===== config.mk =====
export PLATFORM = sky130hd
export DESIGN_NAME = intr_ctrl_flat
export DESIGN_NICKNAME = d
export VERILOG_FILES = /design/src/rtl/intr_if.sv /design/src/rtl/intr_ctrl.sv /design/src/flat_wrapper.sv
export SDC_FILE = /design/constraint.sdc
export NUM_CORES = 1
export LEC_CHECK = 0
export BUFFER_PORTS_ARGS = -buffer_cell sky130_fd_sc_hd__buf_2
export CAP_MARGIN = 20
export CORE_UTILIZATION = 40
export CTS_CLUSTER_SIZE = 14
export DETAILED_ROUTE_END_ITERATION = 16
export HOLD_SLACK_MARGIN = 0.02
export PLACE_DENSITY_LB_ADDON = 0.15
export SLEW_MARGIN = 40
export SYNTH_ARGS = -nofsm -noshare
export SYNTH_HDL_FRONTEND = slang
export SYNTH_SLANG_ARGS = --single-unit

===== constraint.sdc =====
create_clock -name clk -period 2.5 [get_ports clk]
set_input_delay 0.5 -clock clk [delete_from_list [all_inputs] [get_ports clk]]
set_output_delay 0.5 -clock clk [all_outputs]
set_load 0.02 [all_outputs]

===== src/rtl/intr_if.sv =====
// Bus bundle between the interrupt controller, the peripherals and the CPU.
// slave = controller side, master = CPU/peripheral side.
interface intr_if;
  logic [7:0] intr_in;
  logic       mask_we;
  logic [7:0] mask_in;
  logic [9:0] pc_in;
  logic       intr_ack;
  logic       intr_ret;
  logic       intr_pend;
  logic [7:0] intr_selec;
  logic [9:0] ret_dir;
  logic [7:0] mask_out;
  logic [2:0] depth;

  modport slave (
    input  intr_in, mask_in, mask_we, pc_in, intr_ack, intr_ret,
    output intr_pend, intr_selec, ret_dir, mask_out, depth
  );

  modport master (
    output intr_in, mask_in, mask_we, pc_in, intr_ack, intr_ret,
    input  intr_pend, intr_selec, ret_dir, mask_out, depth
  );
endinterface


===== src/rtl/intr_ctrl.sv =====
// Nested priority interrupt controller with return-address stack (bit 0 = highest priority).
// Define INTR_EDGE_EN for rising-edge capture of requests; default is level mode.
module intr_ctrl #(
  parameter int STACK_DEPTH = 4
) (
  input logic clk,
  input logic reset,
  intr_if.slave bus
);

  // state   | meaning
  // IDLE    | depth 0, nothing requested
  // REQUEST | intr_pend high, sel held until ack
  // SERVICE | depth > 0, no request outstanding
  typedef enum logic [1:0] {
    IDLE    = 2'd0,
    REQUEST = 2'd1,
    SERVICE = 2'd2
  } state_t;

  localparam logic [2:0] DEPTH_MAX = 3'(STACK_DEPTH);

  state_t     state, state_nxt;
  logic [7:0] pend, pend_nxt;
  logic [7:0] isr, isr_nxt;
  logic [7:0] sel, sel_nxt;
  logic [7:0] mask;
  logic [2:0] depth, depth_nxt;
  logic       push;
  logic [9:0] stack [STACK_DEPTH];
  logic [9:0] top;
  logic [7:0] isr_low, limit, elig, winner;

  // Only sources of strictly higher priority than the innermost active one may preempt.
  always_comb begin
    isr_low = isr & (~isr + 8'd1);
    limit   = (isr == 8'h00) ? 8'hFF : (isr_low - 8'd1);
    elig    = pend & mask & ~isr & limit;
    winner  = elig & (~elig + 8'd1);
  end

  always_comb begin
    state_nxt = state;
    sel_nxt   = sel;
    isr_nxt   = isr;
    depth_nxt = depth;
    push      = 1'b0;
    case (state)
      REQUEST: begin
        if (bus.intr_ack) begin
          push      = 1'b1;
          isr_nxt   = isr | sel;
          depth_nxt = depth + 3'd1;
          state_nxt = SERVICE;
        end else if (bus.intr_ret && (depth != 3'd0)) begin
          isr_nxt   = isr & ~isr_low;
          depth_nxt = depth - 3'd1;
        end
      end
      default: begin
        if (bus.intr_ret && (depth != 3'd0)) begin
          isr_nxt   = isr & ~isr_low;
          depth_nxt = depth - 3'd1;
        end
        state_nxt = (depth_nxt == 3'd0) ? IDLE : SERVICE;
        if ((elig != 8'h00) && (depth < DEPTH_MAX)) begin
          state_nxt = REQUEST;
          sel_nxt   = winner;
        end
      end
    endcase
  end

`ifdef INTR_EDGE_EN
  logic [7:0] prev;
  logic [7:0] ack_clr;

  assign ack_clr  = ((state == REQUEST) && bus.intr_ack) ? sel : 8'h00;
  // A new edge wins over the ack clear of the same source so it is not lost.
  assign pend_nxt = (pend & ~ack_clr) | (bus.intr_in & ~prev);

  always_ff @(posedge clk or posedge reset) begin
    if (reset) prev <= 8'h00;
    else       prev <= bus.intr_in;
  end
`else
  assign pend_nxt = bus.intr_in;
`endif

  always_ff @(posedge clk or posedge reset) begin
    if (reset) begin
      state <= IDLE;
      pend  <= 8'h00;
      isr   <= 8'h00;
      sel   <= 8'h00;
      mask  <= 8'h00;
      depth <= 3'd0;
    end else begin
      state <= state_nxt;
      pend  <= pend_nxt;
      isr   <= isr_nxt;
      sel   <= sel_nxt;
      depth <= depth_nxt;
      if (bus.mask_we) mask <= bus.mask_in;
    end
  end

  always_ff @(posedge clk or posedge reset) begin
    if (reset) begin
      for (int i = 0; i < STACK_DEPTH; i++) stack[i] <= 10'h000;
    end else if (push) begin
      for (int i = 0; i < STACK_DEPTH; i++)
        if (3'(i) == depth) stack[i] <= bus.pc_in;
    end
  end

  always_comb begin
    top = 10'h000;
    for (int i = 0; i < STACK_DEPTH; i++)
      if ((depth != 3'd0) && (3'(i) == (depth - 3'd1))) top = stack[i];
  end

  assign bus.intr_pend  = (state == REQUEST);
  assign bus.intr_selec = (state == REQUEST) ? sel : 8'h00;
  assign bus.ret_dir    = top;
  assign bus.mask_out   = mask;
  assign bus.depth      = depth;

endmodule


===== src/flat_wrapper.sv =====
// flat-port wrapper written by rule: the top's interface ports become plain ports
module intr_ctrl_flat 
#(
  parameter int STACK_DEPTH = 4
)
  (clk, reset, bus_intr_in, bus_mask_in, bus_mask_we, bus_pc_in, bus_intr_ack, bus_intr_ret, bus_intr_pend, bus_intr_selec, bus_ret_dir, bus_mask_out, bus_depth);
  intr_if bus_i ();
  input logic clk;
  input logic reset;
  input wire logic [$bits(bus_i.intr_in)-1:0] bus_intr_in;
  input wire logic [$bits(bus_i.mask_in)-1:0] bus_mask_in;
  input wire logic [$bits(bus_i.mask_we)-1:0] bus_mask_we;
  input wire logic [$bits(bus_i.pc_in)-1:0] bus_pc_in;
  input wire logic [$bits(bus_i.intr_ack)-1:0] bus_intr_ack;
  input wire logic [$bits(bus_i.intr_ret)-1:0] bus_intr_ret;
  output wire logic [$bits(bus_i.intr_pend)-1:0] bus_intr_pend;
  output wire logic [$bits(bus_i.intr_selec)-1:0] bus_intr_selec;
  output wire logic [$bits(bus_i.ret_dir)-1:0] bus_ret_dir;
  output wire logic [$bits(bus_i.mask_out)-1:0] bus_mask_out;
  output wire logic [$bits(bus_i.depth)-1:0] bus_depth;
  assign bus_i.intr_in = bus_intr_in;
  assign bus_i.mask_in = bus_mask_in;
  assign bus_i.mask_we = bus_mask_we;
  assign bus_i.pc_in = bus_pc_in;
  assign bus_i.intr_ack = bus_intr_ack;
  assign bus_i.intr_ret = bus_intr_ret;
  assign bus_intr_pend = bus_i.intr_pend;
  assign bus_intr_selec = bus_i.intr_selec;
  assign bus_ret_dir = bus_i.ret_dir;
  assign bus_mask_out = bus_i.mask_out;
  assign bus_depth = bus_i.depth;
  intr_ctrl #(.STACK_DEPTH(STACK_DEPTH)) u_core (.clk(clk), .reset(reset), .bus(bus_i));
endmodule

---- Yosys cells after proc, flatten, opt, wreduce, memory -nomap -nowiden ----
Index checks and enable logic that the tools add are counted.
word-level totals
  bits in registers ....................... 77
  latch bits .............................. 0
  bits in writable memories ............... 0
  bits in read-only memories .............. 0
  input port bits ......................... 31
  output and inout bits ................... 30
  word-level logic and storage cells ...... 71
  memories kept ........................... 0
cells by class
  add/sub/neg operators ................... 5
  multipliers ............................. 0
  div/mod/pow operators ................... 0
  order comparisons ....................... 1
  eq/ne operators ......................... 8
  shift operators ......................... 0
  mux-type cells .......................... 19
  bitwise logic cells ..................... 11
  reductions and logical operators ........ 17
operator list
  cell                                                                 count
  8-bit bitwise AND                                                    6
  10-bit two-way mux                                                   4
  8-bit two-way mux                                                    5
  8-bit inverter                                                       3
  8-bit by 1-bit adder with 8-bit output (second input constant)       2
  2-bit by 3-bit == test with 1-bit output (first input constant)      4
  3-bit two-way mux                                                    4
  2-bit AND reduction                                                  5
  3-bit zero test                                                      3
  8-bit zero test                                                      1
  2-bit two-way mux                                                    4
  8-bit bitwise OR                                                     1
  8-bit nonzero test                                                   1
  8-bit by 1-bit subtractor with 8-bit output (second input constant)  1
  1-bit by 3-bit == test with 1-bit output (first input constant)      2
  1-bit logical AND                                                    6
  3-bit by 1-bit adder with 3-bit output (second input constant)       1
  3-bit less-than comparator (second input constant)                   1
  3-bit nonzero test                                                   1
  3-bit by 1-bit subtractor with 3-bit output (second input constant)  1
  2-bit by 1-bit == test with 1-bit output (second input constant)     1
  1-bit two-way mux                                                    2
  2-bit inequality test (second input constant)                        1
  1-bit inverter                                                       1

---- Longest topological paths before layout ----
  depth after elaboration ................. 10
  mapped depth ............................ 8
  depth with buffers taken out ............ 7

---- Worst setup path before layout ----
Ideal clock, no wire load.
  path kind ............................... register -> output
  from .................................... register u_core.depth[0], in the netlist u_core.bus.depth[0]
  to ...................................... output port bus_ret_dir[0]
  arrival ................................. 2.315 ns
  required time ........................... 2.000 ns
  setup slack ............................. -0.315 ns
  stages on the path, launching flop included .. 9
  path buffers ............................ 1
  path through ............................ dfrtp_1 -> inv_1 -> ha_1 -> ha_1 -> nor2_1 -> and2_1 -> clkbuf_1 -> a22oi_1 -> o21ai_0
between the ends
  cells in the longest elaborated chain, start to end .. 7
  elaborated cells between the ends (all ways) .. 14
  those cells by class .................... 1 x add/sub; 3 x eq/ne; 4 x mux; 6 x reduce/logical
RTL lines
  what                                         RTL line            text
  start: declaration                           intr_ctrl.sv:28     logic [2:0] depth, depth_nxt;
  start signal: assignment                     intr_ctrl.sv:103    depth <= depth_nxt;
  3-bit by 1-bit subtractor with 3-bit output  intr_ctrl.sv:120    if ((depth != 3'd0) && (3'(i) == (depth - 3'd1))) top = stack[i];
  3-bit zero test                              intr_ctrl.sv:120
  1-bit logical AND                            intr_ctrl.sv:120
  10-bit two-way mux (3 in a row)              intr_ctrl.sv:120
  10-bit two-way mux (*)                       intr_ctrl.sv:120
  end: declaration                             flat_wrapper.sv:18  output wire logic [$bits(bus_i.ret_dir)-1:0] bus_ret_dir;
Mark *: on every way between the ends. The rest lies on a longest branch, timed or not.

---- Worst setup path in the final report ----
  from .................................... register u_core.depth[1], in the netlist u_core.bus.depth[1]
  to ...................................... output port bus_ret_dir[6]
The elaborated chain is that of the path after synthesis.

==> key figures <==
Flow run
  – Max Cap Viol: 0

CTS
  – Worst-Skew Late Latency: approximately 340 ps
  – CTS H-tree lvls: 3
  – Clock tree buffer depth: 2
  – CTS tree: done
  – Post-cts hold buffer count: 0
  – CTS Sinks: slightly below 80
  – Reg clk slew, reported paths: roughly 80 ps
  – Root Driver: clkbuf_8
  – Num CTS Buffers: 9

Place
  – Dpl hpwl: approximately 5.2 mm
  – GPL Wtd Cong: between 0.7 and 0.8
  – Dpl cells: 485
  – Number of port buffers: 60
  – Worst slack, placed: around 180 ps

Worst setup path
  – CP startpoint: u_core.bus.depth[1]
  – R2R Setup Slk: about 110 ps
  – CP Data Arrival Time: between 1500 and 2000 ps
  – Crit start category: flip-flop
  – R2R cell count: 15
  – Crit-path cells: inv_4 > ha_4 > ha_4 > nor2_4 > and2_4 > buf_6 > a22oi_2 > o21ai_2 > buf_6
  – Stages on worst setup path: 9
  – CP Capture Type: output pin
  – Slowest cell delay on critical path: ~430 ps
  – Max stage delay cell, worst path: dfrtp_2
  – Cell family with most CP delay: flip-flops
  – Reg-to-reg endpoint: u_core.state[1]
  – Worst Setup Path Type: reg2out
  – Worst Path Buf+Inv: 3
  – Data required time of the worst path: ~2000 ps
  – Crit path max fanout: 5
  – FF-to-FF Start: u_core.bus.depth[1]

GRT
  – Initial antenna violation count: 0
  – Grt total ovfl: 0
  – Gr usage total: a little under a fifth
  – Vias in the first global route: about 2600
  – Global-route wire length before repair: 12.4 mm
  – Largest net degree at the start of global routing: 57

Route
  – Vias: around 2700
  – Average routed wire per standard cell: roughly 15 um
  – Initial DRC count: 81
  – Drt pass-1 iters: 4
  – Antenna-violating nets left: 0
  – WL final: ~7.8 mm
  – DRC: 0
  – Vias per inst: 5.24

STA
  – Worst-margin pin slew: 613 ps
  – Setup TNS: 0 ps
  – PnR worst setup slack: roughly 21 ps
  – RSZ-0062 raised after global routing: yes
  – # setup viols final: 0
  – Max Slew Vio Count: 0
  – Max Clk Rate: between 400 and 500 MHz
  – Final worst path period need: approximately 2500 ps
  – Final hold violation count: 0
  – Crit share post-route: 99.1%
  – Min Hold Slack: around 180 ps
  – Slew HR: approximately three fifths
  – Clk_skew: between 6 and 7 ps

Synthesis
  – Synth Warn #: 0
  – Yosys reg bits: 77
  – Number of synthesized flops with an enable pin: 0
  – Synth unique cells: 45
  – Syn nets: about 360
  – Synth top area cells: dfrtp_1 (54%), mux2_2 (15%), nand2_1 (4.4%)
  – Post-synthesis cell count: about 320
  – Mean Syn Cell Area: around 11 sq um
  – Share of synthesized area occupied by flip-flops and latches: a little over half
  – Synth top area share: 54.2%
  – Synth area leader: dfrtp_1
  – Async set or reset register ratio after synthesis: 100%
  – Commonest cells post-synth: dfrtp_1 (77), mux2_2 (48), nand2_1 (42)
  – Most used DFF post-synth: dfrtp_1
  – Synthesized area: approximately 3600 sq um
  – Most common cell in the netlist: dfrtp_1

Power and ir drop
  – Peak supply drop: 425 uV
  – Pleak: 2.10 nW
  – PwrDens: about 1200 nW/um^2

Die
  – Core area: 8680 sq um
  – Die area: between 9000 and 10000 sq um
  – Initial Utilization: approximately 41%
  – Site row count: 34
  – Die Y: a little under 100 um
  – Num ports: 61
  – Die X: around 96 um

Min path
  – Min-Delay Path Class: in2async

Final layout
  – Number of diodes: 0
  – Cell Count, Final, Fillers Out: 510
  – Final #Nets: about 440
  – Area grow syn2layout: 28.0%
  – Layout cells sized above 1: 46.5%

Run status
  – Status: finished, final reports clean
power by group:
group          total [mW]  switching [mW]  internal, mW
Sequential           1.94           0.270          1.67
Clock               0.909           0.457         0.451
Combinational        2.75            1.38          1.36
Total                5.60            2.11          3.49
kinds of logic after synthesis:
group / synth area share (%)
AO/OA/AOI/OAI: 12.9
XOR/XNOR: 0.246
adder cells (fa/ha/maj): 2.81
buffers and inverters: 2.04
flip-flops: 54.2
multiplexers: 15.2
AND/OR/NAND/NOR: 12.7
worst max-delay path by stage:
stage                           endpoint  slack [ps]
after floorplan           bus_ret_dir[0]          30
after CTS                 bus_ret_dir[8]         -20
after detailed placement  bus_ret_dir[3]         180
final                     bus_ret_dir[6]          20
after global routing      bus_ret_dir[8]         -40
after global placement    bus_ret_dir[6]         100
layout make-up:
class | instances | area, sq um
clock inverters | 5 | 52.6
clock buffers | 10 | 128
multi-input cells | 220 | 1710
well taps | 108 | 135
fillers | 803 | 4130
flip-flops and latches | 77 | 1930
inverters | 8 | 38.8
repair buffers | 82 | 556
per-layer routing:
| layer | up-vias | share of wire, % | track usage (%) |
|---|---|---|---|
| met2 | 61 | 50 | 31.5 |
| met4 | 0 | 1.4 | 6.86 |
| li1 | 1294 | - | - |
| met3 | 9 | 3.1 | 2.84 |
| met5 | - | 0 | 0 |
| met1 | 1310 | 46 | 22.6 |
repair_timing:
item                       in CTS  in global routing
cloned                          1                  1
setup endpoints to repair      10                 10
setup buffers                   7                  1
pin swaps                       5                 18
gates resized for setup        29                 29
cell usage in the layout, fill, tap and decap left out, types with 3 or more instances in the layout:
master | Yosys | routed
a21oi_1 | 19 | 19
a22oi_2 | 0 | 10
and2_1 | 10 | 8
buf_2 | 0 | 50
buf_4 | 0 | 17
buf_6 | 0 | 14
clkbuf_8 | 0 | 9
clkinv_2 | 0 | 3
dfrtp_1 | 77 | 75
ha_1 | 8 | 3
ha_4 | 0 | 3
inv_1 | 8 | 5
mux2_2 | 48 | 48
nand2_1 | 42 | 42
nand3_1 | 3 | 3
nand3b_1 | 3 | 3
nor2_1 | 13 | 12
nor3_1 | 3 | 3
nor4_1 | 3 | 3
o21ai_0 | 23 | 10
o21ai_1 | 0 | 3
o21ai_2 | 1 | 11
through the flow:
step	cell area [sq um]	total power, mW	utilization, %
6_report	4550	5.60	52.5
5_1_grt	4550	5.97	52.5
4_1_cts	4450	5.35	51.3
3_5_place_dp	4100	4.04	47.2
3_3_place_gp	4100	4.00	47.2
2_1_floorplan	3600	3.39	-
registers in the layout, summed over array words and instances, names as in the netlist:
signal	count
u_core.state	2
u_core.bus.mask_out	8
u_core.pend	8
u_core.stack	40
u_core.bus.depth	3
u_core.isr	8
u_core.sel	8
Note: power is estimated with default switching activity, not from simulation.
